**src/rtl/fetch_unit.sv**
```systemverilog
// Instruction fetch unit: issues single-outstanding memory reads and
// buffers returned instructions with their addresses for decode.
module fetch_unit #(
  parameter int unsigned DEPTH = 2
) (
  input  logic        clk,
  input  logic        reset_n,
  input  logic [31:0] pc_in,
  input  logic        redirect,
  output logic        pc_advance,
  output logic        imem_req,
  output logic [31:0] imem_addr,
  input  logic        imem_rvalid,
  input  logic [31:0] imem_rdata,
  output logic        instr_valid,
  output logic [31:0] instr,
  output logic [31:0] instr_pc,
  input  logic        decode_ready
);

  localparam int unsigned PTR_W = $clog2(DEPTH);
  localparam int unsigned CNT_W = $clog2(DEPTH) + 1;

  typedef enum logic [1:0] {
    IDLE = 2'd0,
    WAIT = 2'd1,
    DROP = 2'd2
  } state_e;

  state_e             state_q, state_d;
  logic [CNT_W-1:0]   count_q, count_d;
  logic [PTR_W-1:0]   wr_ptr_q, wr_ptr_d;
  logic [PTR_W-1:0]   rd_ptr_q, rd_ptr_d;
  logic [31:0]        req_pc_q, req_pc_d;
  logic [31:0]        buf_instr_q [DEPTH];
  logic [31:0]        buf_instr_d [DEPTH];
  logic [31:0]        buf_pc_q    [DEPTH];
  logic [31:0]        buf_pc_d    [DEPTH];

  logic push;
  logic pop;
  logic issue;

  // Next-state, buffer bookkeeping and request decision.
  always_comb begin
    state_d     = state_q;
    count_d     = count_q;
    wr_ptr_d    = wr_ptr_q;
    rd_ptr_d    = rd_ptr_q;
    req_pc_d    = req_pc_q;
    buf_instr_d = buf_instr_q;
    buf_pc_d    = buf_pc_q;

    // Head is visible combinationally; a redirect hides it and blocks the pop.
    instr_valid = (count_q != '0) && !redirect;
    instr       = buf_instr_q[rd_ptr_q];
    instr_pc    = buf_pc_q[rd_ptr_q];
    pop         = instr_valid && decode_ready;
    push        = (state_q == WAIT) && imem_rvalid && !redirect;

    // Occupancy after this cycle decides whether a new request still fits.
    if (redirect) begin
      count_d  = '0;
      wr_ptr_d = '0;
      rd_ptr_d = '0;
    end else begin
      count_d  = count_q + CNT_W'(push) - CNT_W'(pop);
      wr_ptr_d = wr_ptr_q + PTR_W'(push);
      rd_ptr_d = rd_ptr_q + PTR_W'(pop);
    end

    if (push) begin
      buf_instr_d[wr_ptr_q] = imem_rdata;
      buf_pc_d[wr_ptr_q]    = req_pc_q;
    end

    // Held low while in reset so nothing is requested before release.
    issue = reset_n
          && ((state_q == IDLE) || (((state_q == WAIT) || (state_q == DROP)) && imem_rvalid))
          && (count_d < CNT_W'(DEPTH));

    if (issue) begin
      req_pc_d = pc_in;
    end

    unique case (state_q)
      IDLE: begin
        if (issue) state_d = WAIT;
      end
      WAIT: begin
        if (imem_rvalid)   state_d = issue ? WAIT : IDLE;
        else if (redirect) state_d = DROP;
      end
      DROP: begin
        if (imem_rvalid) state_d = issue ? WAIT : IDLE;
      end
      default: state_d = IDLE;
    endcase

    imem_req   = issue;
    pc_advance = issue;
    imem_addr  = {pc_in[31:2], 2'b00};
  end

  // State and buffer registers.
  always_ff @(posedge clk or negedge reset_n) begin
    if (!reset_n) begin
      state_q  <= IDLE;
      count_q  <= '0;
      wr_ptr_q <= '0;
      rd_ptr_q <= '0;
      req_pc_q <= '0;
      for (int i = 0; i < DEPTH; i++) begin
        buf_instr_q[i] <= '0;
        buf_pc_q[i]    <= '0;
      end
    end else begin
      state_q     <= state_d;
      count_q     <= count_d;
      wr_ptr_q    <= wr_ptr_d;
      rd_ptr_q    <= rd_ptr_d;
      req_pc_q    <= req_pc_d;
      buf_instr_q <= buf_instr_d;
      buf_pc_q    <= buf_pc_d;
    end
  end

endmodule

```
**config.mk**
```make
export PLATFORM = sky130hd
export DESIGN_NAME = fetch_unit
export DESIGN_NICKNAME = d
export VERILOG_FILES = /design/src/rtl/fetch_unit.sv
export SDC_FILE = /design/constraint.sdc
export NUM_CORES = 1
export LEC_CHECK = 0
export ABC_CLOCK_PERIOD_IN_PS = 3480
export BUFFER_PORTS_ARGS = -buffer_cell sky130_fd_sc_hd__buf_2
export CAP_MARGIN = 20
export CELL_PAD_IN_SITES_DETAIL_PLACEMENT = 1
export CELL_PAD_IN_SITES_GLOBAL_PLACEMENT = 1
export CORE_MARGIN = 5
export CORE_UTILIZATION = 27
export DETAILED_ROUTE_END_ITERATION = 12
export PLACE_DENSITY_LB_ADDON = 0.1
export SLEW_MARGIN = 20
export SYNTH_ARGS = -nofsm -noshare
export SYNTH_HDL_FRONTEND = slang
export SYNTH_SLANG_ARGS = --single-unit
export TNS_END_PERCENT = 5
```
**constraint.sdc**
```tcl
create_clock -name clk -period 3.48 [get_ports clk]
set_input_delay 0.174 -clock clk [delete_from_list [all_inputs] [get_ports clk]]
set_output_delay 0.174 -clock clk [all_outputs]
set_load 0.005 [all_outputs]
```
# Yosys cells after proc, flatten, opt, wreduce, memory -nomap -nowiden
# Index checks and enable logic that the tools add are counted.
# W data, S select, Z words.
[op_classes] addsub=4 order_cmp=4 n_eq_ne=5 muxes=19 bitwise=2 n_reduce_logical=14
[op_table] cell="$mux W32" count=7
[op_table] cell="$bwmux W64" count=2
[op_table] cell="$demux W32 S1" count=1
[op_table] cell="$mux W2" count=5
[op_table] cell="$logic_and A1 B1 Y1" count=8
[op_table] cell="$pmux W2 S3" count=1
[op_table] cell="$ge A2 B2 Y1 const B" count=2
[op_table] cell="$ne A2 B2 Y1 const B" count=2
[op_table] cell="$not A1 Y2" count=2
[op_table] cell="$mux W1" count=3
[op_table] cell="$ne A3 B3 Y1 const B" count=1
[op_table] cell="$reduce_and A3 Y1" count=1
[op_table] cell="$add A1 B1 Y1" count=2
[op_table] cell="$add A2 B1 Y2" count=1
[op_table] cell="$eq A2 B1 Y1 const B" count=1
[op_table] cell="$eq A2 B2 Y1 const B" count=1
[op_table] cell="$logic_not A2 Y1" count=1
[op_table] cell="$logic_or A1 B1 Y1" count=2
[op_table] cell="$lt A2 B1 Y1 const B" count=1
[op_table] cell="$lt A2 B2 Y1 const B" count=1
[op_table] cell="$reduce_bool A2 Y1" count=1
[op_table] cell="$sub A2 B1 Y2" count=1
[op_table] cell="$logic_not A1 Y1" count=1
[totals] regBits=166 inputBits=69 output_inout_bits=99 wordCells=57

# Logic depth before layout (Yosys ltp)
# Gate-level depths: netlist (run 1).
[logic_depth] depth_word=11 ltp_mapped=13 ltp_nobuf=11

# Worst setup path before layout (run 1)
# OpenSTA, ideal clock, no wires.
[synth_path] kind="register to register" from="register state_q[1]" to="register req_pc_q[10]" setup_time_ns=0.125 t_arrival_ns=2.644 required_ns=3.355 slack_ns=0.710 path_stages_with_launch=13 path_buffers=1 synth_period_minus_slack_ns=2.770 cell_sequence="dfrtp_1 -> inv_1 -> ha_1 -> nand2b_1 -> or2_2 -> ha_1 -> inv_1 -> ha_1 -> xor2_1 -> mux2i_2 -> nand3_4 -> buf_6 -> mux2_4"
[synth_via] elab_chain_len=8 word_cells_on_any_way=14 cone_classes="add/sub (2); order compare (1); eq/ne (2); mux (1); reduce/logical (8)"
[synth_lines] item="start: declaration" line_no="30" source="state_e state_q, state_d;"
[synth_lines] item="start signal: assignment" line_no="118" source="state_q <= state_d;"
[synth_lines] item="$eq A2 B1 Y1" line_no="59, 79"
[synth_lines] item="$logic_and A1 B1 Y1 (2 in a row)" line_no="59" source="push = (state_q == WAIT) && imem_rvalid && !redirect;"
[synth_lines] item="$add A2 B1 Y2" line_no="67" source="count_d = count_q + CNT_W'(push) - CNT_W'(pop);"
[synth_lines] item="$sub A2 B1 Y2" line_no="67"
[synth_lines] item="$mux W2" line_no="62" source="if (redirect) begin"
[synth_lines] item="$lt A2 B2 Y1" line_no="80" source="&& (count_d < CNT_W'(DEPTH));"
[synth_lines] item="$logic_and A1 B1 Y1 (*)" line_no="80"
[synth_lines] item="end signal: assignment" line_no="122" source="req_pc_q <= req_pc_d;"
[synth_lines] item="end: declaration" line_no="34" source="logic [31:0] req_pc_q, req_pc_d;"
# Every way passes the cells marked *; elsewhere a longest branch is shown, timed or not.
# A chain may end at the register's enable or synchronous reset.

# Final worst setup path (run 1)
[layout_path] from="register state_q[1]" to="output imem_req"
[layout_via] elab_chain_len=8 word_cells_on_any_way=14 cone_classes="add/sub (2); order compare (1); eq/ne (2); mux (1); reduce/logical (8)"
[layout_lines] item="$eq A2 B1 Y1" line_no="59, 79"
[layout_lines] item="$logic_and A1 B1 Y1 (2 in a row)" line_no="59"
[layout_lines] item="$add A2 B1 Y2" line_no="67"
[layout_lines] item="$sub A2 B1 Y2" line_no="67"
[layout_lines] item="$mux W2" line_no="62"
[layout_lines] item="$lt A2 B2 Y1" line_no="80"
[layout_lines] item="$logic_and A1 B1 Y1 (*)" line_no="80"
[layout_lines] item="end: declaration" line_no="11" source="output logic imem_req,"
# Marks and branches as above.

==> impl_metrics.prom, run 1 <==
# TYPE chip_impl_metric gauge
chip_impl_metric{name="routed_wirelength",unit="mm"} 18.8
chip_impl_metric{name="relSlewSlack",unit="%"} 38.1
chip_impl_metric{name="slew_viol_final",unit=""} 0
chip_impl_metric{name="critPathMaxFanout",unit=""} 11
chip_impl_metric{name="fin_worst_skew",unit="ns"} 0.0106
chip_impl_metric{name="areaGrowthSynthToFinish",unit="%"} 30.3
chip_impl_metric{name="dp.final_hpwl",unit="mm"} 12.1
chip_impl_info{name="timing.critical_path.slowest_stage_cell",value="sky130_fd_sc_hd__dfrtp_1"} 1
chip_impl_metric{name="post_synth_inst_count",unit=""} 494
chip_impl_metric{name="timing.max_cap.violations",unit=""} 0
chip_impl_metric{name="first_global_vias",unit=""} 5435
chip_impl_info{name="path_cells",value="inv_1, ha_1, nand2b_1, or2_2, ha_1, inv_1, ha_1, xor2_2, mux2i_2, nand3_4, buf_4, inv_1, buf_2"} 1
chip_impl_info{name="clock_tree.root_cell",value="sky130_fd_sc_hd__clkbuf_16"} 1
chip_impl_metric{name="hold_viol",unit=""} 0
chip_impl_metric{name="die_width",unit="µm"} 177
chip_impl_metric{name="routed-via-count",unit=""} 4614
chip_impl_metric{name="grt_start_max_net_pins",unit=""} 85
chip_impl_metric{name="final_antenna_net_count",unit=""} 0
chip_impl_metric{name="post-route-period-util",unit="%"} 92.7
chip_impl_metric{name="tritoncts_num_sinks",unit=""} 166
chip_impl_metric{name="initialDrtViolationCount",unit=""} 92
chip_impl_metric{name="insertion_delay",unit="ns"} 0.42
chip_impl_metric{name="syn_area",unit="mm²"} 0.00749
chip_impl_metric{name="fin_tns_setup",unit="ns"} 0
chip_impl_metric{name="grt-ovfl-total",unit=""} 0
chip_impl_metric{name="drt-wirelength-per-cell",unit="µm"} 17.4
chip_impl_metric{name="clock.fmax",unit="MHz"} 310
chip_impl_info{name="unrepaired_setup_endpoints_after_global_routing",value="false"} 1
chip_impl_metric{name="postSynthAreaPerCell",unit="µm²"} 15.2
chip_impl_metric{name="cts.reportedPaths.clkPinSlew",unit="ns"} 0.07
chip_impl_metric{name="rows",unit=""} 61
chip_impl_metric{name="route.detailed.drc",unit=""} 0
chip_impl_metric{name="required_time_reported_for_the_critical_path_endpoint",unit="ns"} 3.31
chip_impl_info{name="worst_setup_path_start_kind",value="flip-flop"} 1
chip_impl_metric{name="dp_cells",unit=""} 989
chip_impl_info{name="worstHoldPathType",value="in -> reg"} 1
chip_impl_metric{name="final_net_count",unit=""} 766
chip_impl_metric{name="dieHeight",unit="µm"} 177
chip_impl_metric{name="cp.arrival",unit="ns"} 3.05
chip_impl_metric{name="drt-vias-per-instance",unit=""} 4.27
chip_impl_metric{name="h-tree-depth",unit=""} 4
chip_impl_metric{name="grt_first_pass_wirelength",unit="mm"} 30.0
chip_impl_metric{name="core-area",unit="mm²"} 0.0276
chip_impl_metric{name="floorplan.io_pins",unit=""} 168
chip_impl_metric{name="numPortBuffers",unit=""} 165
chip_impl_metric{name="drive_above_1_share",unit="%"} 62.5
chip_impl_info{name="crit_type",value="reg -> out"} 1
chip_impl_metric{name="seq_area_frac_synth",unit="%"} 55.5
chip_impl_metric{name="floorplan.initialDensity",unit="%"} 27.2
chip_impl_metric{name="critical-path-max-stage-delay",unit="ns"} 0.40
chip_impl_metric{name="gp_congestion",unit=""} 0.719
chip_impl_metric{name="detail_route.first_pass.iterations",unit=""} 4
chip_impl_metric{name="grtUsageTotal",unit="%"} 12.3
chip_impl_metric{name="yosysUniqueCellTypes",unit=""} 27
chip_impl_metric{name="yosys_warnings",unit=""} 0
chip_impl_metric{name="cts_buffer_depth",unit=""} 2
chip_impl_metric{name="yosys_register_bits",unit=""} 166
chip_impl_metric{name="initial_antenna_violation_count",unit=""} 1
chip_impl_metric{name="ir_worst_vdd",unit="µV"} 276
chip_impl_metric{name="leakagePower",unit="µW"} 0.00462
chip_impl_info{name="cp-end-kind",value="output port"} 1
chip_impl_info{name="run_status",value="finished clean"} 1
chip_impl_metric{name="die-area",unit="mm²"} 0.0312
chip_impl_metric{name="setup_viol",unit=""} 0
chip_impl_metric{name="insertedDiodeCount",unit=""} 0
chip_impl_metric{name="worstMarginPinSlew",unit="ns"} 0.928
chip_impl_metric{name="tritoncts.num_buffers",unit=""} 17
chip_impl_metric{name="power_density",unit="mW/mm²"} 806
chip_impl_info{name="cts_tree",value="done"} 1
chip_impl_metric{name="final.min_clock_period",unit="ns"} 3.22
chip_impl_metric{name="fin_cells",unit=""} 1080
critical path, delay by kind of cell (launching register included):
family / cells / cell delay [ns]
adder cells (fa/ha/maj): 3 / 0.65
buffers and inverters: 5 / 0.55
AND/OR/NAND/NOR: 3 / 0.47
flip-flops: 1 / 0.40
multiplexers: 1 / 0.33
XOR/XNOR: 1 / 0.23
cell usage in the layout, fill, tap and decap left out, types with 3 or more instances in the layout:
cell / n
sky130_fd_sc_hd__buf_12: 3
sky130_fd_sc_hd__buf_2: 164
sky130_fd_sc_hd__buf_4: 6
sky130_fd_sc_hd__clkbuf_16: 17
sky130_fd_sc_hd__dfrtp_1: 165
sky130_fd_sc_hd__dlygate4sd3_1: 57
sky130_fd_sc_hd__ha_1: 6
sky130_fd_sc_hd__inv_1: 11
sky130_fd_sc_hd__inv_6: 5
sky130_fd_sc_hd__inv_8: 3
sky130_fd_sc_hd__mux2_2: 196
sky130_fd_sc_hd__mux2_4: 29
sky130_fd_sc_hd__nand2_1: 3
sky130_fd_sc_hd__nor2_1: 6
kinds of logic (layout without fill, tap and decap cells):
family,Yosys count,in the layout,share of synthesized area (%)
compound gates,6,6,0.518
xor+xnor,1,1,0.117
fa+ha+maj,8,8,1.34
buf+inv,68,275,5.65
flops,166,166,55.5
mux,227,227,35.6
other cells,1,2,0.0501
simple gates,17,17,1.27
timing repair:
action	4_1_cts	5_1_grt
gates resized for setup	0	1
hold buffers	56	1
endpoints found under the hold margin	93	1
setup buffers	0	1
endpoints found under the setup margin	0	2
cells in the mapped netlist:
cell type                  number  area share (%)
sky130_fd_sc_hd__a21oi_1        2            0.13
sky130_fd_sc_hd__a311oi_1       1            0.12
sky130_fd_sc_hd__and2_1         1           0.084
sky130_fd_sc_hd__buf_2         17             1.1
sky130_fd_sc_hd__buf_4         33             3.3
sky130_fd_sc_hd__buf_6          3            0.45
sky130_fd_sc_hd__clkbuf_1       4            0.20
sky130_fd_sc_hd__conb_1         1           0.050
sky130_fd_sc_hd__dfrtp_1      166              55
sky130_fd_sc_hd__ha_1           8             1.3
sky130_fd_sc_hd__inv_1         11            0.55
sky130_fd_sc_hd__mux2_2       196              29
sky130_fd_sc_hd__mux2_4        29             5.8
sky130_fd_sc_hd__mux2i_1        1            0.13
sky130_fd_sc_hd__mux2i_2        1            0.18
sky130_fd_sc_hd__nand2_1        3            0.15
sky130_fd_sc_hd__nand2b_1       1           0.084
sky130_fd_sc_hd__nand3_1        1           0.067
sky130_fd_sc_hd__nand3_4        1            0.23
sky130_fd_sc_hd__nand3b_1       1            0.10
sky130_fd_sc_hd__nor2_1         6            0.30
sky130_fd_sc_hd__nor2b_1        2            0.17
sky130_fd_sc_hd__o21ai_0        1           0.067
sky130_fd_sc_hd__o22ai_1        1           0.084
sky130_fd_sc_hd__o32ai_1        1            0.12
sky130_fd_sc_hd__or2_2          1           0.084
sky130_fd_sc_hd__xor2_1         1            0.12
sequential cells by signal, indices dropped and copies added (netlist names):
name / count
buf_instr_q: 64
buf_pc_q: 64
count_q: 2
rd_ptr_q: 1
req_pc_q: 32
state_q: 2
wr_ptr_q: 1
per-layer routing:
| metal | routed length (µm) | global-route usage [%] |
|---|---|---|
| met1 | 7950 | 14.7 |
| met2 | 9830 | 22.2 |
| met3 | 799 | 3.10 |
| met4 | 181 | 3.09 |
| met5 | 7 | 0 |
where the power goes:
group          switching (µW)  internal (µW)
Clock                     861           1110
Sequential                490           2760
Combinational             986           1650
final cells by class:
class,count,area (µm²)
sequential,166,4160
fill,2861,17800
inverter,11,41.3
clock buffer,18,439
timing repair buffer,232,1520
tap,378,473
multi-input combinational,261,2950
clock inverter,14,178
through the flow:
step / power (µW) / setup WS, ns / util [%] / area [µm²] / hold slack [ns]
detailed placement: 5950 / 0.363 / 31.0 / 8530 / 0.0219
global route: 8420 / 0.0398 / 35.4 / 9760 / 0.000420
finish: 7860 / 0.256 / 35.4 / 9760 / 0.0162
global placement: 5800 / 0.446 / 31.0 / 8530 / 0.0194
floorplan: 4920 / 0.710 / - / 7490 / -0.122
CTS: 8020 / 0.0849 / 35.2 / 9710 / 0.0000349
path summary, 6_finish.rpt:
path | from | to | slack (ns) | cells past startpoint
max in group asynchronous | reset_n | req_pc_q[5]$_DFFE_PN0N_ | 2.14 | 3
hold reg to reg | buf_instr_q[17]$_DFFE_PN0P_ | buf_instr_q[17]$_DFFE_PN0P_ | 0.50 | 1
setup reg to reg | state_q[1]$_DFFE_PN0P_ | req_pc_q[7]$_DFFE_PN0N_ | 0.49 | 12
min in group asynchronous | reset_n | buf_pc_q[24]$_DFFE_PN0P_ | 0.17 | 2
hold / removal | pc_in[30] | req_pc_q[30]$_DFFE_PN0N_ | 0.02 | 2
setup / recovery | state_q[1]$_DFFE_PN0P_ | imem_req | 0.26 | 13
(Power assumes the default switching activity.)
==> run 2: changes to the inputs <==
MAX_ROUTING_LAYER = met4   (was not set)
==> impl_metrics.prom, run 2 (synthesis gave the netlist of run 1 again) <==
# TYPE chip_impl_metric gauge
chip_impl_info{name="run_status",value="finished clean"} 1
chip_impl_info{name="crit_type",value="reg -> out"} 1
chip_impl_metric{name="required_time_reported_for_the_critical_path_endpoint",unit="ns"} 3.31
chip_impl_metric{name="first_global_vias",unit=""} 5442
chip_impl_metric{name="drt-wirelength-per-cell",unit="µm"} 17.3
chip_impl_metric{name="internal_power",unit="µW"} 5530
chip_impl_info{name="cp-end-kind",value="output port"} 1
chip_impl_metric{name="net-switching-power",unit="µW"} 2330
chip_impl_metric{name="tritoncts_num_sinks",unit=""} 166
chip_impl_metric{name="rows",unit=""} 61
chip_impl_metric{name="setup_viol",unit=""} 0
chip_impl_info{name="r2r-start",value="state_q[1]$_DFFE_PN0P_"} 1
chip_impl_metric{name="floorplan.initialDensity",unit="%"} 27.2
chip_impl_metric{name="die_width",unit="µm"} 177
chip_impl_metric{name="drt-vias-per-instance",unit=""} 4.25
chip_impl_info{name="worstSetupStartpoint",value="state_q[1]$_DFFE_PN0P_"} 1
chip_impl_info{name="hold_path_startpoint",value="pc_in[30]"} 1
chip_impl_metric{name="routed_wirelength",unit="mm"} 18.7
chip_impl_info{name="clock_tree.root_cell",value="sky130_fd_sc_hd__clkbuf_16"} 1
chip_impl_metric{name="post-route-period-util",unit="%"} 92.8
chip_impl_metric{name="grt_start_max_net_pins",unit=""} 85
chip_impl_info{name="path_cells",value="inv_1, ha_1, nand2b_1, or2_2, ha_1, inv_1, ha_1, xor2_2, mux2i_2, nand3_4, buf_4, inv_1, buf_2"} 1
chip_impl_metric{name="numPortBuffers",unit=""} 165
chip_impl_metric{name="initial_antenna_violation_count",unit=""} 1
chip_impl_metric{name="routed-via-count",unit=""} 4599
chip_impl_metric{name="grt-ovfl-total",unit=""} 0
chip_impl_metric{name="power_frac_clock",unit="%"} 25.0
chip_impl_metric{name="seqPwrFrac",unit="%"} 41.4
chip_impl_metric{name="tritoncts.num_buffers",unit=""} 17
chip_impl_info{name="largest_registers",value="buf_instr_q x64, buf_pc_q x64, req_pc_q x32"} 1
chip_impl_metric{name="reg2regPathDepth",unit=""} 12
chip_impl_metric{name="cts_buffer_depth",unit=""} 2
chip_impl_metric{name="leakagePower",unit="µW"} 0.00462
chip_impl_metric{name="layout_setup_ws",unit="ns"} 0.250
chip_impl_metric{name="relSlewSlack",unit="%"} 38.1
chip_impl_metric{name="critPathMaxFanout",unit=""} 11
chip_impl_metric{name="cp.arrival",unit="ns"} 3.06
chip_impl_metric{name="hold_viol",unit=""} 0
chip_impl_metric{name="slew_viol_final",unit=""} 0
chip_impl_metric{name="clock.fmax",unit="MHz"} 310
chip_impl_metric{name="fin_tns_setup",unit="ns"} 0
chip_impl_info{name="mostFrequentLayoutCells",value="sky130_fd_sc_hd__mux2_2 (196), sky130_fd_sc_hd__dfrtp_1 (165), sky130_fd_sc_hd__buf_2 (164)"} 1
chip_impl_metric{name="worstMarginPinSlew",unit="ns"} 0.929
chip_impl_info{name="worst_setup_path_start_kind",value="flip-flop"} 1
chip_impl_metric{name="power_switching_share",unit="%"} 29.7
chip_impl_metric{name="die-area",unit="mm²"} 0.0312
chip_impl_metric{name="insertion_delay",unit="ns"} 0.42
chip_impl_metric{name="critical-path-max-stage-delay",unit="ns"} 0.40
chip_impl_metric{name="timing.max_cap.violations",unit=""} 0
chip_impl_metric{name="post-route-cell-area",unit="mm²"} 0.00976
chip_impl_metric{name="final_net_count",unit=""} 766
chip_impl_metric{name="core-area",unit="mm²"} 0.0276
chip_impl_metric{name="detail_route.first_pass.iterations",unit=""} 4
chip_impl_metric{name="areaGrowthSynthToFinish",unit="%"} 30.3
chip_impl_metric{name="final_antenna_net_count",unit=""} 0
chip_impl_metric{name="grtUsageTotal",unit="%"} 12.7
chip_impl_metric{name="whs_path_depth",unit=""} 2
chip_impl_metric{name="grt_first_pass_wirelength",unit="mm"} 30.0
chip_impl_metric{name="gp_congestion",unit=""} 0.727
chip_impl_info{name="unrepaired_setup_endpoints_after_global_routing",value="false"} 1
chip_impl_info{name="layout_commonest_cell",value="sky130_fd_sc_hd__mux2_2"} 1
chip_impl_metric{name="initialDrtViolationCount",unit=""} 98
chip_impl_info{name="worstHoldPathType",value="in -> reg"} 1
chip_impl_metric{name="dieHeight",unit="µm"} 177
chip_impl_metric{name="final.min_clock_period",unit="ns"} 3.23
chip_impl_metric{name="floorplan.io_pins",unit=""} 168
chip_impl_metric{name="post-place-ws",unit="ns"} 0.363
chip_impl_metric{name="power_density",unit="mW/mm²"} 805
chip_impl_metric{name="h-tree-depth",unit=""} 4
chip_impl_metric{name="cts.reportedPaths.clkPinSlew",unit="ns"} 0.07
chip_impl_metric{name="dp.final_hpwl",unit="mm"} 12.1
chip_impl_metric{name="drive_above_1_share",unit="%"} 62.5
chip_impl_metric{name="fill_cells",unit=""} 2862
chip_impl_metric{name="timing.reg2reg.setup_slack",unit="ns"} 0.49
chip_impl_info{name="timing.critical_path.slowest_stage_cell",value="sky130_fd_sc_hd__dfrtp_1"} 1
chip_impl_metric{name="dpl_cell_area",unit="mm²"} 0.00853
chip_impl_metric{name="route.detailed.drc",unit=""} 0
chip_impl_info{name="cts_tree",value="done"} 1
chip_impl_metric{name="fin_worst_skew",unit="ns"} 0.0130
chip_impl_metric{name="ir_worst_vdd",unit="µV"} 276
chip_impl_metric{name="combPwrFrac",unit="%"} 33.6
==> run 2: cell types whose count changed in the layout (fill, tap and decap cells not counted) <==
cell,delta
sky130_fd_sc_hd__diode_2,+1
==> run 2: path summary, 6_finish.rpt <==
check | to
hold reg to reg | buf_instr_q[17]$_DFFE_PN0P_
min in group asynchronous | buf_pc_q[24]$_DFFE_PN0P_
hold / removal | req_pc_q[30]$_DFFE_PN0N_
setup / recovery | imem_req
setup reg to reg | req_pc_q[7]$_DFFE_PN0N_
max in group asynchronous | buf_pc_q[1]$_DFFE_PN0P_
==> run 2: cell type report <==
type | count | area [µm²] | share of cell area, %
Sequential cell | 166 | 4160 | 42.6
Inverter | 11 | 41.3 | 0.423
Clock inverter | 14 | 178 | 1.82
Timing Repair Buffer | 232 | 1520 | 15.6
Tap cell | 378 | 473 | 4.85
Clock buffer | 18 | 439 | 4.50
Antenna cell | 1 | 2.50 | 0.0256
Multi-Input combinational cell | 261 | 2950 | 30.2
==> run 2: stage by stage <==
step | hold slack (ns) | cells | util [%] | power, µW
finish | 0.0159 | 1081 | 35.4 | 7860
global route | 0.00245 | 1081 | 35.4 | 8410
CTS | 0.0000349 | 1077 | 35.2 | 8020
detailed placement | 0.0219 | 989 | 31.0 | 5950
global placement | 0.0194 | 989 | 31.0 | 5800
floorplan | -0.122 | 495 | - | 4920
==> run 2: layer usage <==
layer	global-route usage, %	vias to the layer above	share of wire (%)	wire length [µm]
met5	-	-	0	0
met2	22.2	101	53	9870
met4	3.19	0	0.85	159
met3	2.96	11	4.7	880
li1	-	2096	-	-
met1	14.7	2391	42	7830
==> run 2: repair_timing <==
item | 4_1_cts | 5_1_grt
resized for setup | 0 | 1
hold endpoints to repair | 93 | 1
setup buffers | 0 | 1
setup endpoints to repair | 0 | 2
hold buffers | 56 | 1
==> run 2: critical path, delay by kind of cell, from the launching register on <==
| kind | cells | cell delay (ns) |
|---|---|---|
| xor+xnor | 1 | 0.23 |
| simple gates | 3 | 0.47 |
| mux | 1 | 0.33 |
| buf+inv | 5 | 0.55 |
| flops | 1 | 0.40 |
| fa+ha+maj | 3 | 0.65 |
==> run 2: power by group through the flow <==
| stage | combinational, µW | clock, µW | sequential (µW) |
|---|---|---|---|
| 3_5_place_dp | 2610 | 0 | 3340 |
| 2_1_floorplan | 1840 | 0 | 3080 |
| 4_1_cts | 2670 | 2050 | 3300 |
| 6_report | 2640 | 1970 | 3250 |
| 5_1_grt | 2920 | 2140 | 3360 |
| 3_3_place_gp | 2550 | 0 | 3250 |
==> run 3: changes to the inputs <==
PLACE_DENSITY_LB_ADDON = 0.05   (was 0.1)
==> impl_metrics.prom, run 3 (synthesis gave the netlist of run 1 again) <==
# TYPE chip_impl_metric gauge
chip_impl_info{name="run_status",value="finished clean"} 1
chip_impl_metric{name="drt-wirelength-per-cell",unit="µm"} 17.2
chip_impl_info{name="layout_commonest_cell",value="sky130_fd_sc_hd__mux2_2"} 1
chip_impl_info{name="cts_tree",value="done"} 1
chip_impl_info{name="largest_registers",value="buf_instr_q x64, buf_pc_q x64, req_pc_q x32"} 1
chip_impl_metric{name="design_power_total",unit="µW"} 7830
chip_impl_metric{name="post-route-period-util",unit="%"} 93.7
chip_impl_metric{name="slew_viol_final",unit=""} 0
chip_impl_info{name="crit_type",value="reg -> out"} 1
chip_impl_info{name="hold_path_startpoint",value="pc_in[17]"} 1
chip_impl_metric{name="leakagePower",unit="µW"} 0.00463
chip_impl_metric{name="dieHeight",unit="µm"} 177
chip_impl_metric{name="routed_wirelength",unit="mm"} 18.6
chip_impl_metric{name="dpl_cell_area",unit="mm²"} 0.00854
chip_impl_metric{name="timing.critical_path.buf_inv",unit=""} 5
chip_impl_metric{name="whs_path_depth",unit=""} 2
chip_impl_metric{name="cts.reportedPaths.clkPinSlew",unit="ns"} 0.07
chip_impl_metric{name="die-area",unit="mm²"} 0.0312
chip_impl_metric{name="fill_cells",unit=""} 2900
chip_impl_metric{name="rows",unit=""} 61
chip_impl_info{name="worst_setup_path_start_kind",value="flip-flop"} 1
chip_impl_metric{name="insertedDiodeCount",unit=""} 0
chip_impl_metric{name="clock.fmax",unit="MHz"} 307
chip_impl_metric{name="initialDrtViolationCount",unit=""} 107
chip_impl_metric{name="initial_antenna_violation_count",unit=""} 0
chip_impl_metric{name="final_antenna_net_count",unit=""} 0
chip_impl_metric{name="required_time_reported_for_the_critical_path_endpoint",unit="ns"} 3.31
chip_impl_metric{name="drive_above_1_share",unit="%"} 62.1
chip_impl_info{name="timing.critical_path.slowest_stage_cell",value="sky130_fd_sc_hd__dfrtp_1"} 1
chip_impl_metric{name="timing.max_cap.violations",unit=""} 0
chip_impl_metric{name="timing.critical_path.depth",unit=""} 13
chip_impl_metric{name="first_global_vias",unit=""} 5407
chip_impl_metric{name="finish.utilization",unit="%"} 35.5
chip_impl_metric{name="tritoncts_num_sinks",unit=""} 166
chip_impl_metric{name="drt-vias-per-instance",unit=""} 4.27
chip_impl_metric{name="relSlewSlack",unit="%"} 27.6
chip_impl_info{name="critical_register_to_register_path_endpoint",value="req_pc_q[2]$_DFFE_PN0N_"} 1
chip_impl_metric{name="reg2regPathDepth",unit=""} 12
chip_impl_metric{name="critical-path-max-stage-delay",unit="ns"} 0.41
chip_impl_metric{name="detail_route.first_pass.iterations",unit=""} 4
chip_impl_metric{name="areaGrowthSynthToFinish",unit="%"} 30.5
chip_impl_metric{name="cp.arrival",unit="ns"} 3.09
chip_impl_metric{name="insertion_delay",unit="ns"} 0.42
chip_impl_metric{name="worstMarginPinSlew",unit="ns"} 1.09
chip_impl_metric{name="hold_slack",unit="ns"} 0.0202
chip_impl_info{name="cp-end-kind",value="output port"} 1
chip_impl_metric{name="die_width",unit="µm"} 177
chip_impl_metric{name="critPathMaxFanout",unit=""} 11
chip_impl_metric{name="cts_buffer_depth",unit=""} 2
chip_impl_metric{name="numPortBuffers",unit=""} 165
chip_impl_metric{name="floorplan.io_pins",unit=""} 168
chip_impl_metric{name="route.detailed.drc",unit=""} 0
chip_impl_metric{name="power_density",unit="mW/mm²"} 801
chip_impl_info{name="path_cells",value="inv_1, ha_1, nand2b_1, or2_2, ha_1, inv_1, ha_1, xor2_2, mux2i_2, nand3_4, buf_6, inv_1, buf_2"} 1
chip_impl_metric{name="setup_viol",unit=""} 0
chip_impl_info{name="whs_endpoint",value="req_pc_q[17]$_DFFE_PN0N_"} 1
chip_impl_metric{name="dp.final_hpwl",unit="mm"} 12.0
chip_impl_metric{name="grt_first_pass_wirelength",unit="mm"} 29.7
chip_impl_metric{name="fin_worst_skew",unit="ns"} 0.0132
chip_impl_info{name="timing.critical_path.max_delay_family",value="adder cells"} 1
chip_impl_metric{name="floorplan.initialDensity",unit="%"} 27.2
chip_impl_metric{name="timing.reg2reg.setup_slack",unit="ns"} 0.41
chip_impl_info{name="unrepaired_setup_endpoints_after_global_routing",value="false"} 1
chip_impl_info{name="clock_tree.root_cell",value="sky130_fd_sc_hd__clkbuf_16"} 1
chip_impl_info{name="mostFrequentLayoutCells",value="sky130_fd_sc_hd__mux2_2 (196), sky130_fd_sc_hd__dfrtp_1 (165), sky130_fd_sc_hd__buf_2 (164)"} 1
chip_impl_metric{name="grt-ovfl-total",unit=""} 0
chip_impl_metric{name="tritoncts.num_buffers",unit=""} 17
chip_impl_metric{name="hold_viol",unit=""} 0
chip_impl_metric{name="final_net_count",unit=""} 769
chip_impl_metric{name="grt_start_max_net_pins",unit=""} 111
chip_impl_metric{name="ir_worst_vdd",unit="µV"} 274
chip_impl_metric{name="core-area",unit="mm²"} 0.0276
chip_impl_metric{name="fin_tns_setup",unit="ns"} 0
chip_impl_info{name="worstHoldPathType",value="in -> reg"} 1
chip_impl_metric{name="routed-via-count",unit=""} 4628
chip_impl_metric{name="h-tree-depth",unit=""} 4
chip_impl_metric{name="final.min_clock_period",unit="ns"} 3.26
chip_impl_metric{name="gp_congestion",unit=""} 0.727
chip_impl_metric{name="post-route-cell-area",unit="mm²"} 0.00978
chip_impl_info{name="r2r-start",value="state_q[1]$_DFFE_PN0P_"} 1
chip_impl_metric{name="grtUsageTotal",unit="%"} 12.6
[run 3: cell types whose count changed in the layout (fill, tap and decap cells not counted), sizes merged]
cell,previous run,this run
clkinvlp,2,1
clkbuf,18,19
inv,19,18
diode,1,0
clkinv,2,3
dlygate4sd3,57,60
[run 3: worst max-delay path by stage]
stage,start,end,slack [ns]
2_1_floorplan,state_q[1]$_DFFE_PN0P_,req_pc_q[10]$_DFFE_PN0N_,0.71
3_3_place_gp,state_q[1]$_DFFE_PN0P_,req_pc_q[4]$_DFFE_PN0N_,0.42
3_5_place_dp,state_q[1]$_DFFE_PN0P_,req_pc_q[6]$_DFFE_PN0N_,0.33
4_1_cts,state_q[1]$_DFFE_PN0P_,pc_advance,0.05
5_1_grt,state_q[1]$_DFFE_PN0P_,pc_advance,0.01
6_report,state_q[1]$_DFFE_PN0P_,pc_advance,0.22
[run 3: area by class of cell]
cell class                      count  area (µm²)  area share, %
Multi-Input combinational cell    261        2950           30.2
Sequential cell                   166        4160           42.5
Inverter                           11        41.3          0.422
Tap cell                          378         473           4.84
Clock inverter                     13         163           1.66
Timing Repair Buffer              235        1550           15.8
Clock buffer                       19         443           4.53
[run 3: layer usage]
| layer | vias up | track usage [%] | wire, µm |
|---|---|---|---|
| li1 | 2093 | - | - |
| met1 | 2416 | 15.2 | 8120 |
| met2 | 104 | 21.2 | 9510 |
| met3 | 15 | 2.96 | 729 |
| met4 | 0 | 3.35 | 227 |
| met5 | - | - | 0 |
[run 3: worst reg2reg max path, delay by kind of cell, from the launching register on]
family	cells	cell delay, ns
xor+xnor	1	0.24
fa+ha+maj	3	0.67
buf+inv	3	0.45
mux	2	0.70
flops	1	0.41
simple gates	3	0.49
[run 3: through the flow]
stage                     instances  setup slack [ns]
after floorplan                 495             0.710
after global placement          988             0.421
after detailed placement        988             0.327
after CTS                      1078            0.0491
after global routing           1083            0.0150
final                          1083             0.220
[run 3: where the power goes]
part           switching (µW)  total (µW)  internal, µW
sequential                521        3290          2760
clock                     841        1950          1110
combinational             945        2600          1650
total                    2310        7830          5520
[run 3: what timing repair did]
item	in CTS	in global routing
hold buffers	58	2
setup endpoints to repair	0	2
setup buffers	0	3
resized for setup	0	2
endpoints found under the hold margin	144	2
